===== src/rtl/wb_project_select_pkg.sv =====
// Shared definitions for the Wishbone project selector.
// Holds register offsets, the ID constant, CTRL/STATUS field positions,
// the selector FSM state type and a byte-lane merge helper.
package wb_project_select_pkg;

    // Register offsets, decoded from wbs_adr_i[3:2]
    localparam logic [1:0] REG_CTRL   = 2'd0;
    localparam logic [1:0] REG_GUARD  = 2'd1;
    localparam logic [1:0] REG_STATUS = 2'd2;
    localparam logic [1:0] REG_ID     = 2'd3;

    localparam logic [31:0] ID_VALUE = 32'h5052_4A53;

    // CTRL field positions
    localparam int CTRL_IDX_LSB   = 0;
    localparam int CTRL_EN_BIT    = 8;
    localparam int CTRL_IRQEN_BIT = 9;

    // STATUS field positions
    localparam int STAT_CUR_LSB  = 0;
    localparam int STAT_ON_BIT   = 8;
    localparam int STAT_BUSY_BIT = 9;
    localparam int STAT_INV_BIT  = 10;
    localparam int STAT_CNT_LSB  = 16;

    typedef enum logic [1:0] {
        ST_OFF   = 2'd0,
        ST_DRAIN = 2'd1,
        ST_ON    = 2'd2
    } state_t;

    // Replace only the bytes whose lane-enable bit is set.
    function automatic logic [31:0] byte_merge(input logic [31:0] old_v,
                                               input logic [31:0] new_v,
                                               input logic [3:0]  sel);
        logic [31:0] merged;
        for (int b = 0; b < 4; b++) begin
            merged[b*8 +: 8] = sel[b] ? new_v[b*8 +: 8] : old_v[b*8 +: 8];
        end
        return merged;
    endfunction

endpackage


===== src/rtl/wb_reg_slave.sv =====
// Wishbone register slave for the project selector.
// Decodes the 16-byte window, generates a one-cycle ack, performs byte-lane
// writes to CTRL/GUARD and registers the read data alongside the ack.
// Ports:
//   i_clk, i_rst_n               clock, async active-low reset
//   i_cyc, i_stb, i_we, i_sel,   Wishbone request
//   i_adr, i_dat
//   o_ack, o_dat                 Wishbone response (o_dat is 0 whenever o_ack is 0)
//   i_status                     STATUS word supplied by the selector FSM
//   o_idx, o_enable, o_irq_en    CTRL fields
//   o_guard                      GUARD register
//   o_ctrl_chg                   one-cycle pulse after a CTRL commit that changed idx or enable
//
// Handshake: a request is cyc & stb & in-window & ~ack. It is answered by
// ack on the next edge for exactly one cycle; writes commit on that same
// edge. Because ack masks the request, ack never stays high two cycles.
module wb_reg_slave
    import wb_project_select_pkg::*;
#(
    parameter logic [31:0] BASE_ADDR   = 32'h3000_0000,
    parameter logic [7:0]  RESET_GUARD = 8'd4
) (
    input  logic        i_clk,
    input  logic        i_rst_n,
    input  logic        i_cyc,
    input  logic        i_stb,
    input  logic        i_we,
    input  logic [3:0]  i_sel,
    input  logic [31:0] i_adr,
    input  logic [31:0] i_dat,
    output logic        o_ack,
    output logic [31:0] o_dat,
    input  logic [31:0] i_status,
    output logic [3:0]  o_idx,
    output logic        o_enable,
    output logic        o_irq_en,
    output logic [7:0]  o_guard,
    output logic        o_ctrl_chg
);

    logic        r_ack;
    logic [31:0] r_dat;
    logic [3:0]  r_idx;
    logic        r_enable;
    logic        r_irq_en;
    logic [7:0]  r_guard;
    logic        r_ctrl_chg;

    logic        w_hit;
    logic        w_req;
    logic [1:0]  w_off;
    logic [31:0] w_ctrl_rd;
    logic [31:0] w_ctrl_new;
    logic [31:0] w_guard_new;
    logic [31:0] w_rd_data;
    logic        w_unused;

    assign w_hit = (i_adr[31:4] == BASE_ADDR[31:4]);
    assign w_req = i_cyc & i_stb & ~r_ack & w_hit;
    assign w_off = i_adr[3:2];

    always_comb begin
        w_ctrl_rd = '0;
        w_ctrl_rd[CTRL_IDX_LSB +: 4] = r_idx;
        w_ctrl_rd[CTRL_EN_BIT]       = r_enable;
        w_ctrl_rd[CTRL_IRQEN_BIT]    = r_irq_en;
    end

    assign w_ctrl_new  = byte_merge(w_ctrl_rd, i_dat, i_sel);
    assign w_guard_new = byte_merge({24'd0, r_guard}, i_dat, i_sel);

    // Bits that have no storage behind them
    assign w_unused = ^{i_adr[1:0], w_ctrl_new[31:10], w_ctrl_new[7:4], w_guard_new[31:8]};

    always_comb begin
        w_rd_data = '0;
        case (w_off)
            REG_CTRL:   w_rd_data = w_ctrl_rd;
            REG_GUARD:  w_rd_data = {24'd0, r_guard};
            REG_STATUS: w_rd_data = i_status;
            REG_ID:     w_rd_data = ID_VALUE;
            default:    w_rd_data = '0;
        endcase
    end

    always_ff @(posedge i_clk or negedge i_rst_n) begin
        if (!i_rst_n) begin
            r_ack      <= 1'b0;
            r_dat      <= '0;
            r_idx      <= '0;
            r_enable   <= 1'b0;
            r_irq_en   <= 1'b0;
            r_guard    <= RESET_GUARD;
            r_ctrl_chg <= 1'b0;
        end else begin
            r_ack      <= w_req;
            r_dat      <= '0;
            r_ctrl_chg <= 1'b0;
            if (w_req) begin
                if (!i_we) begin
                    r_dat <= w_rd_data;
                end else begin
                    case (w_off)
                        REG_CTRL: begin
                            r_idx      <= w_ctrl_new[CTRL_IDX_LSB +: 4];
                            r_enable   <= w_ctrl_new[CTRL_EN_BIT];
                            r_irq_en   <= w_ctrl_new[CTRL_IRQEN_BIT];
                            // irq_en alone is not a target change
                            r_ctrl_chg <= (w_ctrl_new[CTRL_IDX_LSB +: 4] != r_idx) ||
                                          (w_ctrl_new[CTRL_EN_BIT] != r_enable);
                        end
                        REG_GUARD: r_guard <= w_guard_new[7:0];
                        default: ;  // STATUS and ID are read-only
                    endcase
                end
            end
        end
    end

    assign o_ack      = r_ack;
    assign o_dat      = r_dat;
    assign o_idx      = r_idx;
    assign o_enable   = r_enable;
    assign o_irq_en   = r_irq_en;
    assign o_guard    = r_guard;
    assign o_ctrl_chg = r_ctrl_chg;

endmodule


===== src/rtl/wb_project_select.sv =====
// Project selector: enables exactly one wrapped project at a time, with a
// programmable all-zero guard interval between deselecting one project and
// selecting the next.
// Ports:
//   wb_clk_i, wb_rst_n      clock, async active-low reset
//   wbs_*                   Wishbone slave (CTRL, GUARD, STATUS, ID)
//   active_o                one-hot project enable, all-zero outside ON
//   irq_o                   one-cycle pulse when a switch completes (if irq_en)
// The FSM state is visible through STATUS.on / STATUS.busy.
module wb_project_select
    import wb_project_select_pkg::*;
#(
    parameter int          NUM_PROJECTS = 8,
    parameter logic [31:0] BASE_ADDR    = 32'h3000_0000,
    parameter logic [7:0]  RESET_GUARD  = 8'd4
) (
    input  logic                    wb_clk_i,
    input  logic                    wb_rst_n,
    input  logic                    wbs_cyc_i,
    input  logic                    wbs_stb_i,
    input  logic                    wbs_we_i,
    input  logic [3:0]              wbs_sel_i,
    input  logic [31:0]             wbs_adr_i,
    input  logic [31:0]             wbs_dat_i,
    output logic                    wbs_ack_o,
    output logic [31:0]             wbs_dat_o,
    output logic [NUM_PROJECTS-1:0] active_o,
    output logic                    irq_o
);

    logic [3:0]  w_idx;
    logic        w_enable;
    logic        w_irq_en;
    logic [7:0]  w_guard;
    logic        w_ctrl_chg;
    logic        w_idx_ok;
    logic        w_valid;
    logic [31:0] w_status;

    state_t      r_state,        w_state_nxt;
    logic [7:0]  r_counter,      w_counter_nxt;
    logic [3:0]  r_cur_idx,      w_cur_idx_nxt;
    logic [15:0] r_switch_count, w_switch_count_nxt;
    logic        r_irq,          w_irq_nxt;
    logic [NUM_PROJECTS-1:0] w_active;

    wb_reg_slave #(
        .BASE_ADDR   (BASE_ADDR),
        .RESET_GUARD (RESET_GUARD)
    ) u_regs (
        .i_clk      (wb_clk_i),
        .i_rst_n    (wb_rst_n),
        .i_cyc      (wbs_cyc_i),
        .i_stb      (wbs_stb_i),
        .i_we       (wbs_we_i),
        .i_sel      (wbs_sel_i),
        .i_adr      (wbs_adr_i),
        .i_dat      (wbs_dat_i),
        .o_ack      (wbs_ack_o),
        .o_dat      (wbs_dat_o),
        .i_status   (w_status),
        .o_idx      (w_idx),
        .o_enable   (w_enable),
        .o_irq_en   (w_irq_en),
        .o_guard    (w_guard),
        .o_ctrl_chg (w_ctrl_chg)
    );

    assign w_idx_ok = ({28'd0, w_idx} < NUM_PROJECTS);
    assign w_valid  = w_enable & w_idx_ok;

    always_comb begin
        w_status = '0;
        w_status[STAT_CUR_LSB +: 4]  = r_cur_idx;
        w_status[STAT_ON_BIT]        = (r_state == ST_ON);
        w_status[STAT_BUSY_BIT]      = (r_state == ST_DRAIN);
        w_status[STAT_INV_BIT]       = w_enable & ~w_idx_ok;
        w_status[STAT_CNT_LSB +: 16] = r_switch_count;
    end

    always_ff @(posedge wb_clk_i or negedge wb_rst_n) begin
        if (!wb_rst_n) begin
            r_state        <= ST_OFF;
            r_counter      <= '0;
            r_cur_idx      <= '0;
            r_switch_count <= '0;
            r_irq          <= 1'b0;
        end else begin
            r_state        <= w_state_nxt;
            r_counter      <= w_counter_nxt;
            r_cur_idx      <= w_cur_idx_nxt;
            r_switch_count <= w_switch_count_nxt;
            r_irq          <= w_irq_nxt;
        end
    end

    always_comb begin
        w_state_nxt        = r_state;
        w_counter_nxt      = r_counter;
        w_cur_idx_nxt      = r_cur_idx;
        w_switch_count_nxt = r_switch_count;
        w_irq_nxt          = 1'b0;
        case (r_state)
            ST_OFF: begin
                if (w_valid) begin
                    w_state_nxt   = ST_DRAIN;
                    w_counter_nxt = w_guard;
                end
            end
            ST_DRAIN: begin
                // A change of target restarts the guard interval; an
                // invalid target abandons the switch altogether.
                if (!w_valid) begin
                    w_state_nxt   = ST_OFF;
                    w_counter_nxt = '0;
                end else if (w_ctrl_chg) begin
                    w_counter_nxt = w_guard;
                end else if (r_counter == 8'd0) begin
                    w_state_nxt        = ST_ON;
                    w_cur_idx_nxt      = w_idx;
                    w_switch_count_nxt = r_switch_count + 16'd1;
                    w_irq_nxt          = w_irq_en;
                end else begin
                    w_counter_nxt = r_counter - 8'd1;
                end
            end
            ST_ON: begin
                if (w_ctrl_chg) begin
                    if (w_valid) begin
                        w_state_nxt   = ST_DRAIN;
                        w_counter_nxt = w_guard;
                    end else begin
                        w_state_nxt   = ST_OFF;
                    end
                end
            end
            default: w_state_nxt = ST_OFF;
        endcase
    end

    always_comb begin
        w_active = '0;
        if (r_state == ST_ON) begin
            for (int i = 0; i < NUM_PROJECTS; i++) begin
                w_active[i] = (r_cur_idx == i[3:0]);
            end
        end
    end

    assign active_o = w_active;
    assign irq_o    = r_irq;

endmodule


===== config.mk =====
export PLATFORM = sky130hd
export DESIGN_NAME = wb_project_select
export DESIGN_NICKNAME = d
export VERILOG_FILES = /design/src/rtl/wb_project_select_pkg.sv /design/src/rtl/wb_reg_slave.sv /design/src/rtl/wb_project_select.sv
export SDC_FILE = /design/constraint.sdc
export NUM_CORES = 1
export LEC_CHECK = 0
export CAP_MARGIN = 10
export CORE_ASPECT_RATIO = 1.5
export CORE_MARGIN = 3
export CORE_UTILIZATION = 35
export DETAILED_ROUTE_END_ITERATION = 10
export GPL_TIMING_DRIVEN = 0
export PLACE_DENSITY = 0.66
export SLEW_MARGIN = 20
export SYNTH_ARGS = -nofsm -noshare
export SYNTH_HDL_FRONTEND = slang
export SYNTH_SLANG_ARGS = --single-unit
export TNS_END_PERCENT = 1

===== constraint.sdc =====
create_clock -name wb_clk_i -period 3.85 [get_ports wb_clk_i]
set_clock_uncertainty 0.2 [all_clocks]
set_input_delay 1.155 -clock wb_clk_i [delete_from_list [all_inputs] [get_ports wb_clk_i]]
set_output_delay 1.155 -clock wb_clk_i [all_outputs]
set_load 0.005 [all_outputs]

==> flow_summary.json, run 1 <==
{
  "fin_area_sq_um": 4830,
  "area_growth_pct": 36.9,
  "maxSlewHeadroom_pct": 62.7,
  "hold_start": "r_switch_count[15]$_DFFE_PN0P_",
  "seqPwrFrac_pct": 47.8,
  "port_buffers": 85,
  "diodes": 0,
  "whs_endpoint": "r_switch_count[15]$_DFFE_PN0P_",
  "ctsHoldBuffers": 0,
  "crit_path_end_kind": "output pin",
  "num_rows": 44,
  "clkSinkCount": 75,
  "maxCapViolCount": 0,
  "hpwl_mm": 6.68,
  "grt_max_degree": 57,
  "ant_nets": 0,
  "p_sw_uw": 339,
  "vdd_ir_drop_max_mv": 0.209,
  "cp.required_ns": 2.49,
  "fillers": 856,
  "vias": 2735,
  "p_int_uw": 1310,
  "core_area_sq_um": 9740,
  "syn_area_sq_um": 3530,
  "grt_pass1_wl_mm": 14.2,
  "wirelength_mm": 8.71,
  "min_path_type": "reg -> reg",
  "setup_viol": 0,
  "max_stage_delay_ns": 0.53,
  "clk_latency_ns": 0.33,
  "path_max_fanout": 8,
  "synth-seq-area-share_pct": 53.2,
  "cp_cell_sequence": "nand2b_1 -> or3_1 -> nor3_1 -> clkdlybuf4s50_1",
  "multi_input_area_sq_um": 1540,
  "antenna_found_initial": 0,
  "ios": 115,
  "synth_edf_count": 0,
  "wl_per_cell_microns": 16.6,
  "cpLargestDelayFamily": "simple AND/OR/NAND/NOR gates",
  "final_nets": 479,
  "drtIter0Drc": 191,
  "cts_tree": "done",
  "htreeDepth": 3,
  "max_freq_mhz": 290,
  "leakagePower_uw": 0.00222,
  "worstPathArrival_ns": 2.09,
  "synth-warning-count": 0,
  "die_h_microns": 129,
  "root_buffer": "clkbuf_16",
  "drc_errors": 0,
  "crit_type": "reg -> out",
  "drtPass1Iterations": 4,
  "hold_viol_final": 0,
  "min_path_cells": 1,
  "start_kind": "flip-flop",
  "ff2ff_setup_slack_ns": 1.48,
  "design.die.area_sq_um": 11400,
  "cpMaxStageDelayCell": "clkdlybuf4s50_1",
  "drive_above_1_share_pct": 13.5,
  "worst_pin_slew_ns": 0.554,
  "initial_core_util_pct": 36.2,
  "synthArstFlopShare_pct": 100,
  "hold_slack_ns": 0.262,
  "rsz0062_at_grt": "no",
  "syn_inst": 304,
  "regArea_sq_um": 1880,
  "swShare_pct": 20.6,
  "r2r.worst_path.cells": 6,
  "grt_overflow_total": 0,
  "r2r-start": "r_counter[0]$_DFFE_PN0P_",
  "ys_ff_latch": 75,
  "cts_buffers": 9,
  "cts.path.max_buffers": 2,
  "path_buf_inv": 1,
  "grt_usage_pct": 16.4,
  "p_comb_share_pct": 5.4,
  "placed_cell_area_sq_um": 4560,
  "rr_endpoint": "r_switch_count[15]$_DFFE_PN0P_",
  "vias_per_cell": 5.23,
  "die_w_microns": 88.0,
  "ys_types": 56,
  "cts-resized-gates": 0,
  "finalWeightedCongestion": 0.838,
  "cts_setup_buffers": 0,
  "period_share_pct": 89.5,
  "synthFlopType": "dfrtp_1",
  "p_per_area_nw_per_um2": 342,
  "first_global_vias": 2851,
  "outcome": "complete, no violations",
  "slew_violations": 0,
  "clock_power_share_pct": 46.8,
  "period_needed_ns": 3.45,
  "final_cell_mix": "clkdlybuf4s50_1 (84), dfrtp_1 (74), mux2_2 (20)",
  "avgSynthCellArea_sq_um": 11.6,
  "clkTransAtPathRegs_ns": 0.05,
  "final_common_cell": "clkdlybuf4s50_1"
}
-- sequential cells by signal (all words and copies together), names as in the netlist, 2 cells and up --
signal and cells:
r_switch_count 16, u_regs.o_dat 28, u_regs.o_guard 8, r_cur_idx 4
r_state 2, r_counter 8, u_regs.o_idx 4
-- cell families after synthesis --
logic type	after synthesis	share of synthesized area, %
AO/OA/AOI/OAI	42	8.97
flip-flops	75	53.2
adder cells (fa/ha/maj)	3	1.06
multiplexers	25	7.80
other	1	0.106
buffers and inverters	25	3.30
AND/OR/NAND/NOR	113	20.6
XOR/XNOR	20	4.96
-- worst register-to-register path, cell delays in order (launching register included) --
cell and delay (ns):
dfrtp_1 0.38, inv_1 0.14, ha_1 0.19, nor4b_4 0.35
nand4_1 0.38, nor4_1 0.47, xor2_1 0.12
-- power groups by stage --
stage	Combinational, uW	Clock, uW	Sequential (uW)
final	88.9	772	789
after global routing	97.3	832	788
after CTS	91.2	792	789
after detailed placement	91.0	0	803
after global placement	86.0	0	803
after floorplan	17.0	0	803
-- per-stage QoR --
stage / utilization, % / instances / setup slack (ns) / power, uW / setup TNS, ns
6_report: 49.6 / 523 / 0.404 / 1650 / 0
5_1_grt: 49.6 / 523 / 0.305 / 1720 / 0
4_1_cts: 49.6 / 523 / 0.394 / 1670 / 0
3_5_place_dp: 46.8 / 507 / 0.267 / 894 / 0
3_3_place_gp: 46.5 / 506 / -1.15 / 889 / -85.25
2_1_floorplan: - / 306 / 1.05 / 820 / 0
-- how the worst max path moves through the flow --
| stage | from | cells past startpoint | end | slack, ns |
|---|---|---|---|---|
| after floorplan | wbs_adr_i[18] | 4 | u_regs.o_guard[0]$_DFFE_PN0P_ | 1.05 |
| after global placement | wb_rst_n | 1 | u_regs.o_dat[10]$_DFF_PN0_ | -1.15 |
| after detailed placement | wbs_adr_i[8] | 6 | u_regs.o_dat[1]$_DFF_PN0_ | 0.27 |
| after CTS | r_state[0]$_DFFE_PN0P_ | 4 | active_o[0] | 0.39 |
| after global routing | r_state[0]$_DFFE_PN0P_ | 4 | active_o[0] | 0.31 |
| final | r_state[0]$_DFFE_PN0P_ | 4 | active_o[0] | 0.40 |
-- Yosys cell counts, types with 3 or more instances --
cell type | instances | share of area [%]
buf_4 | 5 | 1.1
a22oi_1 | 3 | 0.64
a211oi_1 | 3 | 0.64
dfrtp_1 | 74 | 52
ha_1 | 3 | 1.1
nor3_1 | 15 | 2.1
nor2_1 | 15 | 1.6
clkbuf_1 | 6 | 0.64
nor4_1 | 10 | 1.8
nand4_1 | 6 | 1.1
mux2_2 | 20 | 6.4
a21oi_1 | 4 | 0.57
nand2b_1 | 5 | 0.89
mux2i_1 | 5 | 1.4
a32oi_1 | 3 | 0.74
o31ai_1 | 4 | 0.85
and3_1 | 4 | 0.71
o211a_1 | 7 | 2.0
nand3_1 | 7 | 0.99
xnor2_1 | 10 | 2.5
and2_1 | 15 | 2.7
and4_1 | 5 | 1.2
o21ai_0 | 8 | 1.1
xor2_1 | 10 | 2.5
nor2b_1 | 3 | 0.53
nand2_1 | 9 | 0.96
inv_1 | 10 | 1.1
-- layer usage --
metal	wire, microns	GRT usage, %	up-vias
li1	-	-	1295
met1	3310	18.0	1349
met2	4760	29.5	76
met3	446	4.87	15
met4	185	5.69	0
met5	0	0	-
-- cell type report --
type,instances,area share (%)
Clock buffer,14,5.46
Multi-Input combinational cell,206,31.9
Sequential cell,75,38.9
Timing Repair Buffer,86,18.1
Tap cell,115,2.98
Clock inverter,2,0.207
Inverter,10,0.777
Buffer,15,1.63
Power figures use the tool's default switching activity.
==> run 2: changes to the inputs <==
DONT_BUFFER_PORTS = 1   (was not set)
PLACE_DENSITY = 0.51   (was 0.66)
==> run 2 against run 1 <==
  * Fmax grew 16%
  * Sequential cell count is the same
  * Largest power group is now the clock network
  * Utilization shrank 8.9 points
  * Register-to-register slack gained 0.09 ns
  * Worst setup slack gained 0.47 ns
  * Clock power grew 5.7%
  * Critical path type unchanged
  * Die area is the same
  * Critical path depth shrank 1
  * Final area shrank 18%
==> flow_summary.json, run 2 (synthesis gave the netlist of run 1 again) <==
{
  "final_cells": 437,
  "max_freq_mhz": 336,
  "slew_violations": 0,
  "grt_pass1_wl_mm": 13.2,
  "grt_usage_pct": 15.7,
  "final_common_cell": "dfrtp_1",
  "grt_overflow_total": 0,
  "cts_tree": "done",
  "worstPathArrival_ns": 1.62,
  "finalWeightedCongestion": 0.908,
  "cts-resized-gates": 0,
  "diodes": 0,
  "start_kind": "flip-flop",
  "first_global_vias": 2550,
  "ctsHoldBuffers": 0,
  "vias_per_cell": 5.52,
  "min_path_cells": 1,
  "die_h_microns": 129,
  "ios": 115,
  "dp.cells": 421,
  "clkSinkCount": 75,
  "num_rows": 44,
  "cp_cell_sequence": "nand2b_1 -> or3_1 -> nor3_1",
  "leakagePower_uw": 0.00190,
  "cpLargestDelayFamily": "simple AND/OR/NAND/NOR gates",
  "cts.path.max_buffers": 2,
  "vdd_ir_drop_max_mv": 0.204,
  "p_per_area_nw_per_um2": 410,
  "final_nets": 393,
  "cts_buffers": 9,
  "drtIter0Drc": 145,
  "wl_per_cell_microns": 19.0,
  "initial_core_util_pct": 36.2,
  "period_share_pct": 77.2,
  "wirelength_mm": 8.32,
  "tns_ns": 0,
  "ant_nets": 0,
  "root_buffer": "clkbuf_16",
  "design.die.area_sq_um": 11400,
  "htreeDepth": 3,
  "rsz0062_at_grt": "no",
  "drive_above_1_share_pct": 16.8,
  "crit_path_end_kind": "output pin",
  "maxCapViolCount": 0,
  "clkTransAtPathRegs_ns": 0.06,
  "largest_reg_flops": 28,
  "worst_pin_slew_ns": 0.635,
  "drtPass1Iterations": 4,
  "fillers": 942,
  "hold_viol_final": 0,
  "cpMaxStageDelayCell": "dfrtp_1",
  "maxSlewHeadroom_pct": 57.3,
  "cts_setup_buffers": 0,
  "die_w_microns": 88.0,
  "clk_latency_ns": 0.33,
  "period_needed_ns": 2.97,
  "area_growth_pct": 12.4,
  "crit_type": "reg -> out",
  "antenna_found_initial": 0,
  "hpwl_mm": 6.21,
  "outcome": "complete, no violations",
  "cp.required_ns": 2.49,
  "crit_cells": 3,
  "min_path_type": "reg -> reg",
  "vias": 2411,
  "core_area_sq_um": 9740,
  "port_buffers": 0,
  "grt_max_degree": 76,
  "final_cell_mix": "dfrtp_1 (74), mux2_2 (20), nor2_1 (15), and2_1 (15), nor3_1 (15)",
  "drc_errors": 0,
  "path_max_fanout": 8,
  "setup_viol": 0,
  "max_stage_delay_ns": 0.44,
  "path_buf_inv": 0,
  "r2r.worst_path.cells": 6
}
-- run 2: cell types whose count changed in the layout (fill, tap and decap cells not counted) --
cell             delta
clkbuf_8            -2
bufinv_16           +1
buf_4               -1
clkbuf_1            -1
clkinv_4            +1
clkdlybuf4s50_1    -84
clkinv_2            +1
buf_16              -1
-- run 2: metrics by stage --
stage | total power (uW) | hold slack [ns] | util, % | worst slack [ns] | area, sq um
after floorplan | 820 | 0.234 | - | 1.05 | 3540
after global routing | 1680 | 0.300 | 40.7 | 0.822 | 3970
after global placement | 824 | 0.253 | 37.8 | 0.787 | 3680
final | 1630 | 0.266 | 40.7 | 0.878 | 3970
after detailed placement | 824 | 0.258 | 37.8 | 0.721 | 3680
after CTS | 1640 | 0.269 | 40.7 | 0.870 | 3970
-- run 2: power breakdown --
group / internal (uW) / switching [uW]
Sequential: 789 / 0.000000982
Clock: 500 / 316
Combinational: 9.34 / 11.4
-- run 2: worst paths after layout --
check                                                    start                        endpoint  slack, ns
worst max-delay path                    r_state[0]$_DFFE_PN0P_                     active_o[0]       0.88
worst min-delay path            r_switch_count[15]$_DFFE_PN0P_  r_switch_count[15]$_DFFE_PN0P_       0.27
worst max register to register        r_counter[0]$_DFFE_PN0P_  r_switch_count[15]$_DFFE_PN0P_       1.57
worst min register to register  r_switch_count[15]$_DFFE_PN0P_  r_switch_count[15]$_DFFE_PN0P_       0.27
max in group asynchronous                             wb_rst_n   u_regs.o_guard[2]$_DFFE_PN1P_       2.94
min in group asynchronous                             wb_rst_n     u_regs.o_enable$_DFFE_PN0P_       0.31
-- run 2: layout make-up --
class                           instances  area [sq um]  share of cell area, %
Sequential cell                        75          1880                   47.3
Multi-Input combinational cell        206          1540                   38.9
Clock buffer                           11           233                   5.87
Tap cell                              115           144                   3.63
Buffer                                 15          78.8                   1.99
Clock inverter                          5          53.8                   1.36
Inverter                               10          37.5                  0.946
-- run 2: metal layers --
metal	vias to the layer above	part of all wire (%)	GRT usage, %
met3	16	3.6	2.69
met4	0	2.9	9.30
met1	1202	39	17.2
li1	1122	-	-
met2	71	54	27.8
met5	-	0	0
-- run 2: worst register-to-register path: stages, from the launching register on --
cell and delay, ns:
dfrtp_1 0.38, inv_1 0.15, ha_1 0.20, nor4b_4 0.36, nand4_1 0.34, nor4_1 0.40, xor2_1 0.18
==> run 3: changes to the inputs <==
clock period = 3.1 ns   (was 3.85 ns; I/O delays follow)
==> results of run 3 <==
Same layout as run 2 (identical final DEF). Status: complete, no violations.
Among the figures that moved: setup slack after placement 0.721 ns -> 0.196 ns; setup slack after layout 0.878 ns -> 0.353 ns; hold slack 0.266 ns -> 0.0877 ns; register-to-register setup slack 1.57 ns -> 0.82 ns; total power 1630 uW -> 2020 uW; worst IR drop on VDD 0.204 mV -> 0.254 mV
